<file path="src/rtl/centroid_extractor_if.sv">
// Result-record stream from centroid_extractor: one record per surviving object,
// valid/ready handshake with data held stable while stalled.
interface centroid_extractor_if #(
    parameter int WORD_SIZE = 8,
    parameter int LOC_SIZE  = 16
);
    logic                 out_valid;
    logic                 out_ready;
    logic [WORD_SIZE-1:0] out_label;
    logic [LOC_SIZE-1:0]  out_cx;
    logic [LOC_SIZE-1:0]  out_cy;
    logic [LOC_SIZE-1:0]  out_area;

    modport master (
        output out_valid, out_label, out_cx, out_cy, out_area,
        input  out_ready
    );

    modport slave (
        input  out_valid, out_label, out_cx, out_cy, out_area,
        output out_ready
    );
endinterface

</file>
<file path="src/rtl/centroid_extractor.sv">
// Walks labels 1..num_labels-1 of the labeling data table, computes integer
// centroids by serial restoring division and streams records for large-enough objects.
module centroid_extractor #(
    parameter int WORD_SIZE = 8,
    parameter int LOC_SIZE  = 16,
    parameter int MIN_AREA  = 4
) (
    input  logic                 clk,
    input  logic                 reset,
    input  logic                 start,
    input  logic [WORD_SIZE-1:0] num_labels,
    output logic [WORD_SIZE-1:0] obj_id,
    input  logic [LOC_SIZE-1:0]  obj_area,
    input  logic [LOC_SIZE-1:0]  obj_x,
    input  logic [LOC_SIZE-1:0]  obj_y,
    centroid_extractor_if.master res,
    output logic                 busy,
    output logic                 done
);
    localparam int REM_W = LOC_SIZE + 1;
    localparam int CNT_W = (LOC_SIZE > 1) ? $clog2(LOC_SIZE) : 1;

    typedef enum logic [2:0] {
        S_IDLE, S_FETCH, S_CAPT, S_DIV, S_OUT, S_NEXT, S_FIN
    } state_t;

    state_t               state_q, state_d;
    logic [WORD_SIZE-1:0] cur, last_q;
    logic [LOC_SIZE-1:0]  area_q, quo_x, quo_y, quo_x_d, quo_y_d;
    logic [REM_W-1:0]     rem_x, rem_y, rem_x_d, rem_y_d;
    logic [REM_W-1:0]     sh_x, sh_y, divisor;
    logic [CNT_W-1:0]     div_cnt;
    logic                 ge_x, ge_y, skip, div_last, scan_last;

    assign skip      = (obj_area == '0) || (obj_area < LOC_SIZE'(MIN_AREA));
    assign div_last  = (div_cnt == CNT_W'(LOC_SIZE - 1));
    assign scan_last = (cur == last_q - WORD_SIZE'(1));

    // One restoring-division step for x and y against the shared area divisor.
    always_comb begin
        divisor = {1'b0, area_q};
        sh_x    = (rem_x << 1) | REM_W'(quo_x[LOC_SIZE-1]);
        sh_y    = (rem_y << 1) | REM_W'(quo_y[LOC_SIZE-1]);
        ge_x    = (sh_x >= divisor);
        ge_y    = (sh_y >= divisor);
        rem_x_d = ge_x ? sh_x - divisor : sh_x;
        rem_y_d = ge_y ? sh_y - divisor : sh_y;
        quo_x_d = {quo_x[LOC_SIZE-2:0], ge_x};
        quo_y_d = {quo_y[LOC_SIZE-2:0], ge_y};
    end

    always_ff @(posedge clk or posedge reset) begin
        if (reset) state_q <= S_IDLE;
        else       state_q <= state_d;
    end

    always_comb begin
        state_d = state_q;
        case (state_q)
            S_IDLE:  if (start) state_d = (num_labels > WORD_SIZE'(1)) ? S_FETCH : S_FIN;
            S_FETCH: state_d = S_CAPT;
            S_CAPT:  state_d = skip ? S_NEXT : S_DIV;
            S_DIV:   if (div_last) state_d = S_OUT;
            S_OUT:   if (res.out_ready) state_d = S_NEXT;
            S_NEXT:  state_d = scan_last ? S_FIN : S_FETCH;
            S_FIN:   state_d = S_IDLE;
            default: state_d = S_IDLE;
        endcase
    end

    assign res.out_valid = (state_q == S_OUT);
    assign done          = (state_q == S_FIN);

    // obj_id is loaded on entry to FETCH so the table answers during CAPT.
    always_ff @(posedge clk or posedge reset) begin
        if (reset) begin
            obj_id        <= '0;
            cur           <= '0;
            last_q        <= '0;
            busy          <= 1'b0;
            area_q        <= '0;
            quo_x         <= '0;
            quo_y         <= '0;
            rem_x         <= '0;
            rem_y         <= '0;
            div_cnt       <= '0;
            res.out_label <= '0;
            res.out_cx    <= '0;
            res.out_cy    <= '0;
            res.out_area  <= '0;
        end else begin
            case (state_q)
                S_IDLE: if (start) begin
                    last_q <= num_labels;
                    cur    <= WORD_SIZE'(1);
                    busy   <= 1'b1;
                    if (num_labels > WORD_SIZE'(1)) obj_id <= WORD_SIZE'(1);
                end
                S_CAPT: begin
                    area_q  <= obj_area;
                    quo_x   <= obj_x;
                    quo_y   <= obj_y;
                    rem_x   <= '0;
                    rem_y   <= '0;
                    div_cnt <= '0;
                end
                S_DIV: begin
                    quo_x   <= quo_x_d;
                    quo_y   <= quo_y_d;
                    rem_x   <= rem_x_d;
                    rem_y   <= rem_y_d;
                    div_cnt <= div_cnt + CNT_W'(1);
                    if (div_last) begin
                        res.out_label <= cur;
                        res.out_cx    <= quo_x_d;
                        res.out_cy    <= quo_y_d;
                        res.out_area  <= area_q;
                    end
                end
                S_NEXT: if (!scan_last) begin
                    cur    <= cur + WORD_SIZE'(1);
                    obj_id <= cur + WORD_SIZE'(1);
                end
                S_FIN: busy <= 1'b0;
                default: ;
            endcase
        end
    end
endmodule

</file>
<file path="src/flat_wrapper.sv">
// flat-port wrapper written by rule: the top's interface ports become plain ports
module centroid_extractor_flat 
#(
    parameter int WORD_SIZE = 8,
    parameter int LOC_SIZE  = 16,
    parameter int MIN_AREA  = 4
)
  (clk, reset, start, num_labels, obj_id, obj_area, obj_x, obj_y, busy, done, res_out_valid, res_out_label, res_out_cx, res_out_cy, res_out_area, res_out_ready);
  centroid_extractor_if #(.WORD_SIZE(WORD_SIZE), .LOC_SIZE(LOC_SIZE)) res_i ();
  input  logic clk;
  input  logic reset;
  input  logic start;
  input  logic [WORD_SIZE-1:0] num_labels;
  output logic [WORD_SIZE-1:0] obj_id;
  input  logic [LOC_SIZE-1:0] obj_area;
  input  logic [LOC_SIZE-1:0] obj_x;
  input  logic [LOC_SIZE-1:0] obj_y;
  output logic busy;
  output logic done;
  output wire logic [$bits(res_i.out_valid)-1:0] res_out_valid;
  output wire logic [$bits(res_i.out_label)-1:0] res_out_label;
  output wire logic [$bits(res_i.out_cx)-1:0] res_out_cx;
  output wire logic [$bits(res_i.out_cy)-1:0] res_out_cy;
  output wire logic [$bits(res_i.out_area)-1:0] res_out_area;
  input wire logic [$bits(res_i.out_ready)-1:0] res_out_ready;
  assign res_out_valid = res_i.out_valid;
  assign res_out_label = res_i.out_label;
  assign res_out_cx = res_i.out_cx;
  assign res_out_cy = res_i.out_cy;
  assign res_out_area = res_i.out_area;
  assign res_i.out_ready = res_out_ready;
  centroid_extractor #(.WORD_SIZE(WORD_SIZE), .LOC_SIZE(LOC_SIZE), .MIN_AREA(MIN_AREA)) u_core (.clk(clk), .reset(reset), .start(start), .num_labels(num_labels), .obj_id(obj_id), .obj_area(obj_area), .obj_x(obj_x), .obj_y(obj_y), .res(res_i), .busy(busy), .done(done));
endmodule
</file>
<file path="config.mk">
export PLATFORM = sky130hd
export DESIGN_NAME = centroid_extractor_flat
export DESIGN_NICKNAME = d
export VERILOG_FILES = /design/src/rtl/centroid_extractor_if.sv /design/src/rtl/centroid_extractor.sv /design/src/flat_wrapper.sv
export SDC_FILE = /design/constraint.sdc
export NUM_CORES = 1
export LEC_CHECK = 0
export ABC_CLOCK_PERIOD_IN_PS = 5000
export CAP_MARGIN = 30
export CORE_MARGIN = 1.5
export CORE_UTILIZATION = 30
export CTS_CLUSTER_SIZE = 20
export DETAILED_ROUTE_END_ITERATION = 10
export PLACE_DENSITY = 0.59
export SETUP_SLACK_MARGIN = 0.2
export SYNTH_ARGS = -nofsm -noshare
export SYNTH_HDL_FRONTEND = slang
export SYNTH_SLANG_ARGS = --single-unit
</file>
<file path="constraint.sdc">
create_clock -name clk -period 5 [get_ports clk]
set_clock_uncertainty 0.2 [all_clocks]
set_input_delay 0.5 -clock clk [delete_from_list [all_inputs] [get_ports clk]]
set_output_delay 0.5 -clock clk [all_outputs]
set_load 0.01 [all_outputs]
</file>
### Word-level counts from Yosys, hierarchy flattened

Cells that the tools add are included.

* word-level logic and storage cells: 73
* output and inout bits: 67
* input bits: 60
* flip-flop bits (word level): 168

* muxes and demuxes: 22
* reduce and logical (&&, ||, !) cells: 12
* equal/unequal tests: 13
* add/sub/neg operators: 5
* bitwise gates (word level): 2
* $lt $le $gt $ge: 4

Operators by type and width (number)
* case mux 16 bit (2 select lines): 4
* >= comparator 17 x 16 -> 1 bit: 2
* bitwise OR 17 x 1 -> 17 bit: 2
* 2-to-1 mux 16 bit: 2
* 2-to-1 mux 8 bit: 4
* case mux 8 bit (2 select lines): 2
* subtractor 16 bit: 2
* 2-to-1 mux 3 bit: 6
* case mux 3 bit (6 select lines): 1
* zero test 16 bit: 1
* < comparator 16 x 3 -> 1 bit, second input constant: 1
* equality test 3 bit, second input constant: 3
* adder 8 x 1 -> 8 bit, second input constant: 1
* equality test 8 bit: 1
* greater-than comparator 8 x 1 -> 1 bit, second input constant: 1
* case mux 4 bit (2 select lines): 1
* subtractor 8 x 1 -> 8 bit, second input constant: 1
* equality test 3 x 2 -> 1 bit, second input constant: 2
* inequality test 2 x 1 -> 1 bit, second input constant: 3
* AND reduction 2 bit: 3
* AND reduction 3 bit: 2
* nonzero test 2 bit: 3
* adder 4 x 1 -> 4 bit, second input constant: 1
* equality test 4 bit, second input constant: 1
* other kinds (7): 8

### Depth between registers and ports, before layout

* depth in word-level cells: 4
* gate-level depth with buffers: 11
* gate-level depth less buffers: 10

### Worst setup path before layout

No wires, ideal clock.

* path kind: reg-to-reg
* from: register u_core.last_q[0]
* to: register u_core.obj_id[3]
* arrival time: 2.486 ns
* path buffers: 0
* stages on the path, launching flop included: 10
* clock period less this slack: 2.806 ns
* path slack: 2.194 ns
* cell sequence: dfrtp_1 > inv_1 > ha_1 > or3b_4 > or4_4 > a2111oi_4 > o211ai_4 > nand3_4 > nor2_1 > a31o_2

* word-level cells in the longest chain between the ends: 4

RTL lines
* from (decl): line centroid_extractor.sv:28 `logic [WORD_SIZE-1:0] cur, last_q;`
* from (signal assigned): line centroid_extractor.sv:94 `last_q <= num_labels;`
* subtractor 8 x 1 -> 8 bit: line centroid_extractor.sv:37 `assign scan_last = (cur == last_q - WORD_SIZE'(1));`
* equality test 8 bit: line centroid_extractor.sv:37
* inequality test 2 bit (no source line)
* AND reduction 4 bit (no source line)
* to (signal assigned): line centroid_extractor.sv:122 `obj_id <= cur + WORD_SIZE'(1);`
* to (decl): line centroid_extractor.sv:12 `output logic [WORD_SIZE-1:0] obj_id,`

Every way passes these cells.
A chain may end at the register's enable or synchronous reset.

### Worst setup path after layout

* from: register u_core.area_q[5]
* to: register u_core.rem_y[15]

* word-level cells in the longest chain between the ends: 3
* elaborated cells between the ends (all ways): 4
* those cells by class: add/sub (1); order compare (1); mux (2)

RTL lines
* from (decl): line centroid_extractor.sv:29 `logic [LOC_SIZE-1:0] area_q, quo_x, quo_y, quo_x_d, quo_y_d;`
* from (signal assigned): line centroid_extractor.sv:100 `area_q <= obj_area;`
* subtractor 16 bit / >= comparator 17 x 16 -> 1 bit (equally long branches): line centroid_extractor.sv:47, centroid_extractor.sv:45
* 2-to-1 mux 16 bit *: line centroid_extractor.sv:47 `rem_y_d = ge_y ? sh_y - divisor : sh_y;`
* case mux 16 bit (2 select lines) *: line centroid_extractor.sv:92 `case (state_q)`
* to (signal assigned): line centroid_extractor.sv:111 `rem_y <= rem_y_d;`
* to (decl): line centroid_extractor.sv:30 `logic [REM_W-1:0] rem_x, rem_y, rem_x_d, rem_y_d;`

Every way passes the cells marked *; elsewhere a longest branch is shown, timed or not.

==> reports/qor.csv <==
stage;metric;value;unit
yosys;synth_flop_cell;dfrtp_1;
placed_design;gp_congestion;0.853;
grt;antenna_found_initial;2;
critical_path;path_max_fanout;30;
sta;post-route-min-period;3450;ps
yosys;syn-instance-count;870;
run_status;status;finished, final reports clean;
finish;utilization;38.0;%
critical_path;worstPathRequired;5110;ps
route;ant_nets;0;
pwr;leakagePower;4.96;nW
critical_path;rr_startpoint;u_core.area_q[5];
sta;slew-limit-headroom;32.0;%
yosys;yosys_warnings;0;
grt;grt_pass1_vias;6847;
floorplanning;rows;63;
clocking;cts-root-buf;clkbuf_16;
sta;max_slew.worst_pin.slew;1020;ps
sta;setup-violations-final;0;
floorplanning;start_util;30.4;%
yosys;ys_ff_latch;168;
placed_design;placed_area;0.0107;mm2
floorplanning;io_pins;127;
yosys;yosysUniqueCellTypes;73;
clocking;cts_tree;done;
sta;rsz0062_at_grt;false;
floorplanning;die_width;176;um
floorplanning;dieHeight;176;um
grt;grt_pass1_wl;37100;um
critical_path;max_stage_delay;620;ps
placed_design;place_ws;1610;ps
placed_design;io_buffers;126;
pwr;ir_worst_vdd;0.279;mV
route;firstDrtPassIters;7;
finish;syn2layout_area_growth;25.1;%
clocking;insertion_delay;440;ps
critical_path;rr_endpoint;u_core.rem_y[15];
finish;finalNetCount;1075;
route;vias_per_cell;4.97;
critical_path;end_kind;flip-flop;
clocking;post_cts_buffers;0;
clocking;cts.sinks;168;
floorplanning;die_area;0.0310;mm2
floorplanning;core_area;0.0296;mm2
clocking;cts_made_buffers;17;
critical_path;worst_r2r_path_depth;9;
clocking;path_clk_slew;70;ps
route;drc_errors;0;
critical_path;cp_slowest_cell;o211a_1;
route;routed_wl;22500;um
sta;setup_tns;0;ps
route;drt_iter0_markers;413;
clocking;cts.path.max_buffers;2;
route;route.detailed.wl_per_inst;16.3;um
critical_path;crit_start;u_core.area_q[5];
clocking;htree_levels;4;
yosys;synth.avg_cell_area;10.3;um2
critical_path;crit_end;u_core.rem_y[15];
sta;finalCritPeriodShare;68.9;%
yosys;ys_async_sr_fraction;100;%
placed_design;placedCellCount;1349;
placed_design;hpwl;15500;um
yosys;syn_area;0.00899;mm2
grt;grt.total_usage;15.0;%
finish;fill_cells;2926;
critical_path;worstPathArrival;3560;ps
yosys;synth_top_area_cell;dfrtp_1;
sta;maxSlewViolCount;0;
yosys;synth_edf_count;0;
finish;design_area;0.0112;mm2
grt;grt_max_degree;169;
sta;fmax;290;MHz
critical_path;crit_chain;inv_1 -> ha_1 -> nand4_1 -> a2111oi_0 -> nor2_1 -> o21a_1 -> o211a_1 -> nor4_1 -> o31ai_1;
critical_path;cp-start-kind;flip-flop;
sta;hold_viol_final;0;
critical_path;rrSetupSlack;1550;ps
clocking;post_cts_resized;0;
yosys;synth-seq-area-share;46.8;%
yosys;netlist.area_leader.share;46.8;%
yosys;synth_area_leaders;dfrtp_1, mux2_2, ha_1;
job;max-cap-violations;0;
clocking;ctsHoldBuffers;0;
finish;fin_cells;1381;
finish;layout-drive-gt1-share;13.4;%
hold_path;hold_class;reg2reg;
yosys;syn_nets;967;
grt;grt_overflow;0;
route;vias;6863;
sta;worst_slack;1550;ps
critical_path;path_class;reg2reg;
pwr;power.density;572;mW/mm2
## worst min-delay path by stage
stage	startpoint	end	slack (ps)	cells past startpoint
finish	u_core.rem_x[15]	u_core.rem_x[15]	300	2
global route	u_core.res.out_cx[10]	u_core.res.out_cx[10]	330	1
floorplan	u_core.rem_x[15]	u_core.rem_x[15]	260	2
CTS	u_core.rem_x[15]	u_core.rem_x[15]	300	2
global placement	u_core.rem_x[15]	u_core.rem_x[15]	270	2
detailed placement	u_core.rem_x[15]	u_core.rem_x[15]	290	2
## metrics by stage
step | total power [mW] | hold slack, ps
final | 6.42 | 299
after global routing | 6.97 | 325
after CTS | 6.48 | 304
after detailed placement | 5.12 | 289
after global placement | 5.05 | 272
after floorplan | 4.32 | 257
## cell usage in the layout, fill, tap and decap left out, drive strengths merged, types with 5 or more instances in the layout
master         instances
nor4                  10
clkdlybuf4s50        126
buf                    9
and3                   6
a21o                  10
ha                    35
nor2b                  9
nand3                 34
a21oi                 37
mux2                  61
a31o                   5
xnor2                 18
nor2                  38
o31ai                 12
nor3                  12
nand2                 99
mux2i                 38
o21ai                 83
nand2b                 7
a32oi                  7
o311ai                16
dfrtp                168
xor2                  19
inv                   40
clkbuf                18
## synth_stat cells, types with 2 or more instances
master       n
a31oi_1      3
and3_1       6
nand3_1     33
nand2b_1     7
nand3b_1     2
o21ai_2      2
o31a_1       4
buf_1       10
o41ai_1      2
xnor2_1     18
o21bai_1     3
a32oi_1      7
nor4_1      10
o31ai_1     12
o21ai_0     81
dfrtp_1    168
a2111oi_0    3
buf_2        2
a21boi_0     2
nand2_1     99
fa_1         2
mux2i_1     38
and4_1       2
o22ai_1      2
a211oi_1     3
or2_2        2
clkbuf_8     3
nor2b_1      9
o211a_1      2
nor3_1      12
and2_1       2
inv_1       32
a31o_2       5
nor2_1      37
ha_1        35
a21oi_1     35
a221oi_1     2
clkbuf_1    30
a21oi_2      2
xor2_1      19
o21a_1       4
o311ai_0    16
nand4_1      3
a21o_1      10
mux2_2      61
## worst max-delay path: cells and delay by family (launching register included)
kind / cells / cell delay [ps]
AO/OA/AOI/OAI: 4 / 1570
AND/OR/NAND/NOR: 3 / 750
adder cells (fa/ha/maj): 1 / 370
flip-flops: 1 / 360
buffers and inverters: 1 / 90
## cells by family after synthesis
family	synth area share, %
flops	46.8
xor+xnor	3.61
compound gates	15.9
buf+inv	3.75
fa+ha+maj	5.32
mux	11.9
simple gates	12.8
## where the power goes
part | internal (mW) | switching, mW | leakage [nW]
sequential | 1.72 | 0.323 | 2.23
clock | 0.713 | 0.600 | 0.283
combinational | 1.24 | 1.83 | 2.45
## area by class of cell
class	instances	area [um2]	share of cell area, %
Clock inverter	13	131	1.17
Sequential cell	168	4210	37.4
Timing Repair Buffer	135	1360	12.1
Inverter	32	124	1.10
Tap cell	390	488	4.34
Multi-Input combinational cell	624	4490	39.9
Antenna cell	1	2.50	0.0223
Clock buffer	18	439	3.91
## layer usage
| metal | up-vias | part of all wire [%] | GRT usage, % |
|---|---|---|---|
| met4 | 0 | 0.69 | 3.42 |
| met2 | 137 | 46 | 23.6 |
| li1 | 3360 | - | - |
| met5 | - | 0 | 0 |
| met1 | 3358 | 48 | 20.4 |
| met3 | 8 | 5.5 | 4.31 |
## sequential cells by signal, indices dropped and copies added (netlist names)
register              cells
u_core.area_q            16
u_core.busy               1
u_core.cur                8
u_core.div_cnt            4
u_core.last_q             8
u_core.obj_id             8
u_core.quo_x             16
u_core.quo_y             16
u_core.rem_x             16
u_core.rem_y             16
u_core.res.out_area      16
u_core.res.out_cx        16
u_core.res.out_cy        16
u_core.res.out_label      8
u_core.state_q            3
Note: power is estimated with default switching activity, not from simulation.
